<file path="src/rtl/risc8_intc.sv">
// risc8_intc: eight-source priority interrupt controller with NMI sync,
// bus-mapped PEND/MASK/MODE/ISR registers and iack vector supply.
module risc8_intc #(
   parameter logic [15:0] BASE_ADDR = 16'hFF00,
   parameter logic [7:0]  VEC_BASE  = 8'h40
) (
   input  logic        clk,
   input  logic        rst,
   input  logic [7:0]  irq_in,
   input  logic        nmi_in,
   input  logic        cycle,
   input  logic        write,
   input  logic        iack,
   input  logic [15:0] address,
   input  logic [7:0]  wdata,
   output logic [7:0]  rdata,
   output logic        sel,
   output logic        ready,
   output logic        intr,
   output logic        nmi
);

   typedef enum logic {IDLE, RESP} state_t;

   state_t     state;
   logic [8:0] s1, s2, prev;
   logic [7:0] edge_pend, mask, mode, isr;
   logic [7:0] pend, req, blocked, elig;
   logic [7:0] rise, clr, win_oh, isr_lo;
   logic [7:0] mode_n, edge_n, isr_n, rd_val;
   logic [2:0] win;
   logic       any, hit, take, do_ack, do_wr;
   logic [1:0] a;

   assign nmi    = s2[8];
   assign a      = address[1:0];
   assign hit    = address[15:2] == BASE_ADDR[15:2];
   assign take   = (state == IDLE) && cycle && (iack || hit);
   assign do_ack = take && iack && any;
   assign do_wr  = take && !iack && write;
   assign rise   = s2[7:0] & ~prev[7:0];
   assign win_oh = 8'd1 << win;
   assign isr_lo = isr & (~isr + 8'd1);

   // Pending view, priority blocking by in-service bits, winner select
   always_comb begin
      pend = (mode & edge_pend) | (~mode & s2[7:0]);
      req = pend & mask;
      blocked[0] = isr[0];
      for (int i = 1; i < 8; i++)
         blocked[i] = blocked[i-1] | isr[i];
      elig = req & ~blocked;
      any = |elig;
      win = 3'd0;
      for (int i = 7; i >= 0; i--)
         if (elig[i]) win = 3'(i);
   end

   // Next-state of edge pending, mode and in-service from bus events
   always_comb begin
      clr = 8'h00;
      if (do_wr && a == 2'd0) clr = clr | wdata;
      if (do_ack) clr = clr | (win_oh & mode);
      mode_n = (do_wr && a == 2'd2) ? wdata : mode;
      edge_n = ((edge_pend & ~clr) | (rise & mode)) & mode_n;
      isr_n = isr;
      if (do_ack) isr_n = isr | win_oh;
      else if (do_wr && a == 2'd3) isr_n = isr & ~isr_lo;
   end

   // Register read mux
   always_comb begin
      rd_val = 8'h00;
      unique case (a)
         2'd0: rd_val = pend;
         2'd1: rd_val = mask;
         2'd2: rd_val = mode;
         2'd3: rd_val = isr;
      endcase
   end

   // Two-flop synchronizers plus edge-detect history
   always_ff @(posedge clk or posedge rst) begin
      if (rst) begin
         s1 <= '0;
         s2 <= '0;
         prev <= '0;
      end else begin
         s1 <= {nmi_in, irq_in};
         s2 <= s1;
         prev <= s2;
      end
   end

   // Controller registers and registered interrupt request
   always_ff @(posedge clk or posedge rst) begin
      if (rst) begin
         edge_pend <= '0;
         mask <= '0;
         mode <= '0;
         isr <= '0;
         intr <= 1'b0;
      end else begin
         edge_pend <= edge_n;
         mode <= mode_n;
         isr <= isr_n;
         intr <= any;
         if (do_wr && a == 2'd1) mask <= wdata;
      end
   end

   // Bus FSM: one wait state, registered response outputs
   always_ff @(posedge clk or posedge rst) begin
      if (rst) begin
         state <= IDLE;
         ready <= 1'b0;
         sel <= 1'b0;
         rdata <= 8'h00;
      end else begin
         unique case (state)
            IDLE: begin
               if (take) begin
                  state <= RESP;
                  ready <= 1'b1;
                  sel <= iack | ~write;
                  if (iack)
                     rdata <= any ? (VEC_BASE | {5'd0, win})
                                  : (VEC_BASE | 8'h08);
                  else if (!write)
                     rdata <= rd_val;
               end
            end
            RESP: begin
               state <= IDLE;
               ready <= 1'b0;
               sel <= 1'b0;
            end
         endcase
      end
   end

endmodule

</file>
<file path="config.mk">
export PLATFORM = sky130hd
export DESIGN_NAME = risc8_intc
export DESIGN_NICKNAME = d
export VERILOG_FILES = /design/src/rtl/risc8_intc.sv
export SDC_FILE = /design/constraint.sdc
export NUM_CORES = 1
export LEC_CHECK = 0
export BUFFER_PORTS_ARGS = -buffer_cell sky130_fd_sc_hd__buf_2
export CORE_ASPECT_RATIO = 0.5
export CORE_MARGIN = 2
export CORE_UTILIZATION = 40
export DETAILED_ROUTE_END_ITERATION = 6
export SYNTH_ARGS = -nofsm -noshare
export SYNTH_HDL_FRONTEND = slang
export SYNTH_SLANG_ARGS = --single-unit
export TNS_END_PERCENT = 5
</file>
<file path="constraint.sdc">
create_clock -name clk -period 3 [get_ports clk]
set_input_delay 0.6 -clock clk [delete_from_list [all_inputs] [get_ports clk]]
set_output_delay 0.6 -clock clk [all_outputs]
set_load 0.01 [all_outputs]
</file>
==> results.toml, run 1 <==
[yosys]
syn_nets = 314
synth_cells = 276
synth_top_area_share = 0.537
syn_area_per_cell_um2 = 11.8
netlist_area_um2 = 3260
yosys.area_share.simple = 0.145
synth_compound_area_frac = 0.155
synth-seq-cells = 70
ys_async_sr_fraction = 1.00
ys.flop_type = "dfrtp_1"
synth_edf_count = 0
synthDistinctLibCells = 64
yosysSeqAreaShare = 0.537
synth.area.top_cells = "dfrtp_1 54%, mux2_2 7.2%, mux4_2 4.1%"
synth.mux.area_fraction = 0.134
synth-xor-area-share = 0
synth_top_family_by_area = "compound AO/OA/AOI/OAI gates"
synth_top_area_cell = "dfrtp_1"
ys_warn_count = 0
synthAdderAreaFrac = 0

[worst_setup_path]
crit_path_end_kind = "flop"
reg2reg_to = "edge_pend[6]"
reg2regPathDepth = 5
arrival_ns = 2.85
crit_required_ns = 3.21
cp_max_fo = 10
startpoint_type = "flop"
path_class = "reg -> reg"
rr_startpoint = "isr[0]"
ff2ff_setup_slack_ns = 0.36

[floorplan]
core-area_um2 = 7970
io_pins = 50
die_w_um = 132
dieHeight_um = 67.9
start_util = 0.409
row_count = 23
die_area_um2 = 8940

[sta]
finalSetupTns_ns = 0
setup_viol = 0
fin_crit_sh = 0.881
finalHoldViolCount = 0
finalCriticalPeriod_ns = 2.64
slew_viol_final = 0
max-slew-margin-rel = 0.413
rsz0062_at_grt = "no"
tightestPinTransition_ns = 0.880
max_freq_mhz = 378
fin_skew_ns = 0.00610

[detailed_routing]
drtPass1Iterations = 4
drtIter0Drc = 175
final_antenna_net_count = 0
wl_per_cell_um = 17.7
viasPerCell = 5.51
routed_wl_um = 7990
via_count = 2490
drc = 0

[worst_hold_path]
hp-start = "s1[8]"
hp-class = "reg -> reg"
hold_path_end = "s2[8]"
min_path_cells = 0

[power]
vdd_drop_max_uv = 291
p_per_area_nw_per_um2 = 535
fin_total_pwr_uw = 2110
p_leak_uw = 0.00184

[clock_tree]
cts.repair.resized = 0
cts_hold_buf = 0
clockRootBuffer = "clkbuf_16"
cts_tree = "done"
clock_latency_ns = 0.33
cts.sinks = 70
htree_levels = 3
ctsLongestPathBuffers = 2
cts_setup_buffers = 0
clk_pin_slew_ns = 0.05
numCtsBuffers = 9

[job]
drv_cap = 0

[global_route]
grt_util_all_layers = 0.193
grt_max_degree = 71
grt-ovfl-total = 0
grt_pass1_wl_um = 13000
grt_pass1_vias = 2452
antenna_found_initial = 0

[layout]
area_growth_pct = 20.8
mostFrequentLayoutCells = "70 x dfrtp_1, 49 x buf_2, 24 x nand2_1"
utilization = 0.495
drive_gt1_frac = 0.318
final_common_cell = "dfrtp_1"
final_nets = 374
fill_cells = 739
n_antenna_cell = 0

[status]
status = "finished, final reports clean"

[placement]
io_buffers = 49
gp_congestion = 0.851
hpwl_um = 5760
==> flip-flops by register name, summed over array words and instances (netlist names), 8 cells and up <==
register	count
s1	9
s2	9
edge_pend	8
isr	8
mask	8
mode	8
prev	8
rdata	8
==> how the worst max path moves through the flow <==
stage | from | end | slack (ns)
floorplan | isr[0] | edge_pend[6] | 0.49
global placement | isr[0] | edge_pend[6] | 0.44
global route | isr[0] | edge_pend[6] | 0.25
detailed placement | isr[0] | edge_pend[6] | 0.37
CTS | isr[0] | edge_pend[6] | 0.36
finish | isr[0] | edge_pend[6] | 0.36
==> cells in the mapped netlist, drive strengths merged (3+ instances only) <==
cell	instances
nor3	3
mux4	7
a21o	4
a21boi	5
clkbuf	5
mux2i	4
dfrtp	70
nor2b	3
and2	5
nor2	8
o21a	4
o21ai	15
nand3b	6
nand4	8
inv	16
mux2	21
or3	3
nand2	24
nand3	6
a21oi	6
==> where the power goes <==
group          total (uW)  switching [uW]  internal [uW]
clock                 955             357            599
sequential            999            18.1            981
combinational         153            89.2           64.0
total                2110             464           1640
==> cell families after synthesis <==
kind of cell / Yosys count
buf+inv: 23
simple gates: 83
compound gates: 68
mux: 32
flops: 70
==> critical path: stages, from the launching register on <==
cell      delay [ns]
dfrtp_1         0.46
or4_4           0.61
or3_4           0.39
a211oi_2        0.29
or4b_1          0.47
o311a_1         0.30
==> area by class of cell <==
type                    count  area [um2]  area share
clock buffers              14         264      0.0670
clock inverters             1        5.00     0.00127
inverters                  16        60.1      0.0152
multi-input cells         183        1420       0.361
flip-flops and latches     70        1750       0.444
well taps                 112         140      0.0355
repair buffers             56         298      0.0755
==> metrics by stage <==
stage | instances | worst slack, ns | area [um2] | hold WS, ns
3_3_place_gp | 437 | 0.443 | 3670 | 0.331
3_5_place_dp | 437 | 0.369 | 3670 | 0.335
5_1_grt | 452 | 0.249 | 3940 | 0.356
4_1_cts | 452 | 0.358 | 3940 | 0.347
6_report | 452 | 0.358 | 3940 | 0.345
2_1_floorplan | 276 | 0.487 | 3260 | 0.331
==> metal layers <==
layer,share of wire,vias up,GRT usage
met1,0.48,1218,0.269
met3,0.091,4,0.0674
met4,0.0071,0,0.0679
li1,-,1155,-
met2,0.42,113,0.279
met5,0,-,0
(Power assumes the default switching activity.)
==> inputs of run 2 (changes only) <==
--- a/config.mk
+++ b/config.mk
@@ -5,9 +5,9 @@
 export SDC_FILE = /design/constraint.sdc
 export NUM_CORES = 1
 export LEC_CHECK = 0
+export ABC_AREA = 1
 export BUFFER_PORTS_ARGS = -buffer_cell sky130_fd_sc_hd__buf_2
 export CORE_ASPECT_RATIO = 0.5
-export CORE_MARGIN = 2
 export CORE_UTILIZATION = 40
 export DETAILED_ROUTE_END_ITERATION = 6
 export SYNTH_ARGS = -nofsm -noshare
==> constraint.sdc (replaced) <==
create_clock -name clk -period 3 [get_ports clk]
set_input_delay 0.6 -clock clk [delete_from_list [all_inputs] [get_ports clk]]
set_output_delay 0.6 -clock clk [all_outputs]
set_load 0.1 [all_outputs]
==> run 2 against run 1 <==
- sequential power up 5%
- via count up 11%
- clock skew down 0.00084 ns
- sequential cell count unchanged
- worst hold slack worse by 0.21 ns
- synthesized cell count up 39%
- critical endpoint is now edge_pend[2]
- largest cell class unchanged
==> results.toml, run 2 <==
[power]
power.net_switching_uw = 840
vdd_drop_max_uv = 270
p_per_area_nw_per_um2 = 641
seqPwrFrac = 0.406
intPower_uw = 1750
p_sw_frac = 0.324
combPwrFrac = 0.199
pwr-share-clk = 0.394
p_leak_uw = 0.00201

[clock_tree]
cts_hold_buf = 0
htree_levels = 3
clk_pin_slew_ns = 0.06
numCtsBuffers = 9
cts_setup_buffers = 0
cts_tree = "done"
ctsLongestPathBuffers = 2
cts.sinks = 70
clock_latency_ns = 0.34
cts.repair.resized = 0
clockRootBuffer = "clkbuf_16"

[placement]
hpwl_um = 5770
io_buffers = 49
gp_congestion = 0.916
place_inst = 544

[yosys]
synth_most_common_cell = "nand2_1"
syn_nets = 422
syn_area_per_cell_um2 = 8.79
synth.area.top_cells = "dfrtp_1 52%, nand2_1 9.5%, o21ai_0 5.3%"
synth_common_cells = "85 x nand2_1, 70 x dfrtp_1, 44 x inv_1, 36 x o21ai_0, 31 x nor2_1"
yosysSeqAreaShare = 0.519
synthDistinctLibCells = 38
synth-seq-cells = 70
synth_top_area_cell = "dfrtp_1"
netlist_area_um2 = 3380
synth_top_area_share = 0.519
ys_async_sr_fraction = 1.00
synth_cells = 384
ys_warn_count = 0
ys.flop_type = "dfrtp_1"
synth_edf_count = 0

[layout]
final_common_cell = "nand2_1"
instances_no_fill = 560
final_nets = 481
drive_gt1_frac = 0.268
n_antenna_cell = 0
area_growth_pct = 19.8
mostFrequentLayoutCells = "85 x nand2_1, 70 x dfrtp_1, 49 x buf_2"
top_regs = "s1 (9), s2 (9)"

[sta]
fin_crit_sh = 0.679
finalSetupTns_ns = 0
tightestPinTransition_ns = 0.493
max-slew-margin-rel = 0.671
setup_viol = 0
max_freq_mhz = 491
finalCriticalPeriod_ns = 2.04
fin_skew_ns = 0.00527
finalHoldViolCount = 0
rsz0062_at_grt = "no"
slew_viol_final = 0

[worst_setup_path]
ff2ff_setup_slack_ns = 0.96
arrival_ns = 2.26
path_class = "reg -> reg"
cp_max_fo = 8
reg2regPathDepth = 12
rr_startpoint = "mode[7]"
crit_path_end_kind = "flop"
startpoint_type = "flop"
crit_required_ns = 3.22
reg2reg_to = "edge_pend[2]"
crit_start = "mode[7]"

[detailed_routing]
final_antenna_net_count = 0
drtPass1Iterations = 4
routed_wl_um = 8090
drtIter0Drc = 224
via_count = 2757
wl_per_cell_um = 14.5
drc = 0
viasPerCell = 4.92

[floorplan]
die_w_um = 132
die_area_um2 = 8830
core-area_um2 = 8090
start_util = 0.417
io_pins = 50
dieHeight_um = 67.0
row_count = 23

[status]
status = "finished, final reports clean"

[global_route]
grt_util_all_layers = 0.205
antenna_found_initial = 0
grt_max_degree = 40
grt_pass1_vias = 2596
grt-ovfl-total = 0
grt_pass1_wl_um = 13400

[worst_hold_path]
hp-class = "in -> async"

[job]
drv_cap = 0
-- run 2: cell count changes after synthesis, moves of 5 or more --
cell,previous run,this run
mux4_2,6,0
inv_1,16,44
a21boi_0,5,0
clkbuf_1,5,0
nand2_2,0,12
o21ai_0,14,36
inv_2,0,8
nor2_1,8,31
nand3_1,6,14
nand2_1,24,85
o21ai_2,0,16
mux2_2,21,0
-- run 2: metal layers --
layer / global-route usage / up-vias / part of all wire
li1: - / 1385 / -
met1: 0.286 / 1287 / 0.51
met2: 0.300 / 71 / 0.41
met3: 0.0586 / 14 / 0.072
met4: 0.0785 / 0 / 0.013
met5: 0 / - / 0
-- run 2: how the worst max path moves through the flow --
stage / to / slack [ns] / cells after the start
detailed placement: mask[1] / 0.62 / 10
CTS: mask[1] / 0.93 / 10
floorplan: edge_pend[0] / 0.63 / 1
global route: edge_pend[2] / 0.70 / 13
global placement: mask[1] / 0.63 / 10
finish: edge_pend[2] / 0.96 / 12
-- run 2: final cells by class --
class | count | area, um2
sequential | 70 | 1750
fill | 798 | 4040
clock buffer | 13 | 270
clock inverter | 3 | 17.5
tap | 112 | 140
multi-input combinational | 258 | 1390
timing repair buffer | 51 | 273
inverter | 53 | 199
-- run 2: logic make-up after synthesis --
logic type             share of synthesized area
buffers and inverters                     0.0686
AO/OA/AOI/OAI                              0.161
flip-flops                                 0.519
AND/OR/NAND/NOR                            0.252
-- run 2: metrics by stage --
step / cell area (um2) / utilization / power [uW] / setup WS (ns) / hold slack (ns)
final: 4040 / 0.500 / 2590 / 0.963 / 0.138
after global routing: 4040 / 0.500 / 2710 / 0.700 / 0.151
after CTS: 4040 / 0.500 / 2610 / 0.926 / 0.139
after detailed placement: 3760 / 0.464 / 1590 / 0.617 / 0.335
after global placement: 3760 / 0.464 / 1590 / 0.629 / 0.331
after floorplan: 3380 / - / 1460 / 0.632 / 0.331
-- run 2: power groups by stage --
stage / combinational, uW / clock [uW] / sequential, uW
2_1_floorplan: 203 / 0 / 1260
3_3_place_gp: 516 / 0 / 1070
3_5_place_dp: 518 / 0 / 1070
4_1_cts: 520 / 1030 / 1050
5_1_grt: 562 / 1080 / 1060
6_report: 517 / 1020 / 1050
-- run 2: critical path, stage by stage (launching register included) --
cell and delay [ns]:
dfrtp_1 0.43, inv_1 0.12, nand2_1 0.06, nand2_1 0.08, nor2_1 0.07, nand2_1 0.07, nand2_2 0.07, o21ai_1 0.35
inv_2 0.18, nor2_2 0.14, nand3_1 0.11, o21bai_1 0.17, a21boi_2 0.07
==> inputs of run 3 (changes only) <==
==> constraint.sdc (replaced) <==
create_clock -name clk -period 2.1 [get_ports clk]
set_input_delay 0.42 -clock clk [delete_from_list [all_inputs] [get_ports clk]]
set_output_delay 0.42 -clock clk [all_outputs]
set_load 0.1 [all_outputs]
==> run 3 against run 2 <==
- power is 42% higher
- routed wire length is 4.7% higher
- clock skew increased by 0.00091 ns
- first-iteration DRC count is 29% lower
- setup slack worse by 0.84 ns
- critical endpoint is now edge_pend[3]
- sequential share of layout area is 1.3 points lower
- fmax up 3.2%
==> results.toml, run 3 (synthesis gave the netlist of run 2 again) <==
[worst_setup_path]
path_class = "reg -> reg"
cpPeakStageDelay_ns = 0.40
crit_chain = "nor2_4, nand2_2, nor2_4, nand2_1, nand2_2, nand3_1, nand2_1, nand2_4, nor2_2, nand2_1, o21bai_1, a21boi_2"
startpoint_type = "flop"
crit_path_end_kind = "flop"
slowest_stage = "dfrtp_1"
crit_required_ns = 2.32
cp_max_fo = 10
cp_top_family = "simple AND/OR/NAND/NOR gates"
crit_buf_inv = 0
arrival_ns = 2.19
cpMostUsedCell = "nand2_1"

[status]
status = "finished, final reports clean"

[clock_tree]
cts_hold_buf = 0
clk_pin_slew_ns = 0.05
htree_levels = 3
ctsLongestPathBuffers = 2
cts_tree = "done"
numCtsBuffers = 9
clockRootBuffer = "clkbuf_16"
clock_latency_ns = 0.34
cts.sinks = 70

[detailed_routing]
wl_per_cell_um = 14.8
final_antenna_net_count = 0
drtIter0Drc = 159
drtPass1Iterations = 4
drc = 0
viasPerCell = 4.88
via_count = 2799
routed_wl_um = 8480

[floorplan]
io_pins = 50
row_count = 23
die_w_um = 132
die_area_um2 = 8830
start_util = 0.417
core-area_um2 = 8090
dieHeight_um = 67.0

[sta]
hold_slack_ns = 0.0490
finalCriticalPeriod_ns = 1.97
fin_skew_ns = 0.00617
finalSetupTns_ns = 0
rsz0062_at_grt = "yes"
fin_crit_sh = 0.940
finalHoldViolCount = 0
max-slew-margin-rel = 0.634
setup_viol = 0
max_freq_mhz = 507
tightestPinTransition_ns = 0.535
slew_viol_final = 0

[layout]
final_common_cell = "nand2_1"
n_antenna_cell = 0
drive_gt1_frac = 0.291
final_nets = 495
top_regs = "s1 (9), s2 (9)"
instances_no_fill = 573
utilization = 0.516
area_growth_pct = 23.5
mostFrequentLayoutCells = "85 x nand2_1, 70 x dfrtp_1, 49 x buf_2"

[global_route]
grt_util_all_layers = 0.214
antenna_found_initial = 0
grt_max_degree = 29
grt-ovfl-total = 0
grt_pass1_wl_um = 13800
grt_pass1_vias = 2741

[power]
p_leak_uw = 0.00207
p_per_area_nw_per_um2 = 880
vdd_drop_max_uv = 398

[placement]
place_inst = 558
hpwl_um = 6240
gp_congestion = 0.938
io_buffers = 49

[worst_hold_path]
hp-class = "in -> async"

[job]
drv_cap = 0
run 3: cell count changes in the layout (fill, tap and decap cells not counted), sizes merged:
cell / change
clkinv: -1
inv: -1
clkbuf: +1
buf: +14
run 3: routing by layer:
layer / wire length [um] / up-vias / share of wire / global-route usage
li1: - / 1408 / - / -
met1: 4390 / 1299 / 0.52 / 0.297
met2: 3430 / 88 / 0.40 / 0.314
met3: 599 / 4 / 0.071 / 0.0769
met4: 50 / 0 / 0.0059 / 0.0538
met5: 0 / - / 0 / 0
run 3: timing repair:
item	CTS	global route
buffers inserted	0	0
gates resized for setup	0	4
setup endpoints to repair	0	7
run 3: report_power, final:
group	leakage, uW	internal [uW]	switching [uW]
clock	0.000133	855	531
sequential	0.000801	1450	57.7
combinational	0.00114	187	590
run 3: cell type report:
class | count | area (um2)
Fill cell | 783 | 3920
Sequential cell | 70 | 1750
Multi-Input combinational cell | 258 | 1400
Timing Repair Buffer | 65 | 403
Clock buffer | 14 | 264
Inverter | 53 | 205
Tap cell | 112 | 140
Clock inverter | 1 | 5.00
run 3: worst paths after layout:
path                         from      endpoint  slack (ns)  depth (start not counted)
max in group asynchronous     rst           sel        1.47                          3
min                           rst       mode[5]        0.05                          2
min reg2reg                 s1[1]         s2[1]        0.34                          0
max                        isr[0]  edge_pend[3]        0.13                         12
min in group clk           nmi_in         s1[8]        0.19                          1
max reg2reg                isr[0]  edge_pend[3]        0.13                         12
run 3: through the flow:
stage                     power, uW  setup WS [ns]  area [um2]
after global routing           3840        -0.0481        4170
after global placement         2290         0.0412        3890
after floorplan                2090          0.363        3380
after CTS                      3710         0.0665        4160
after detailed placement       2310         0.0303        3890
final                          3670          0.126        4170
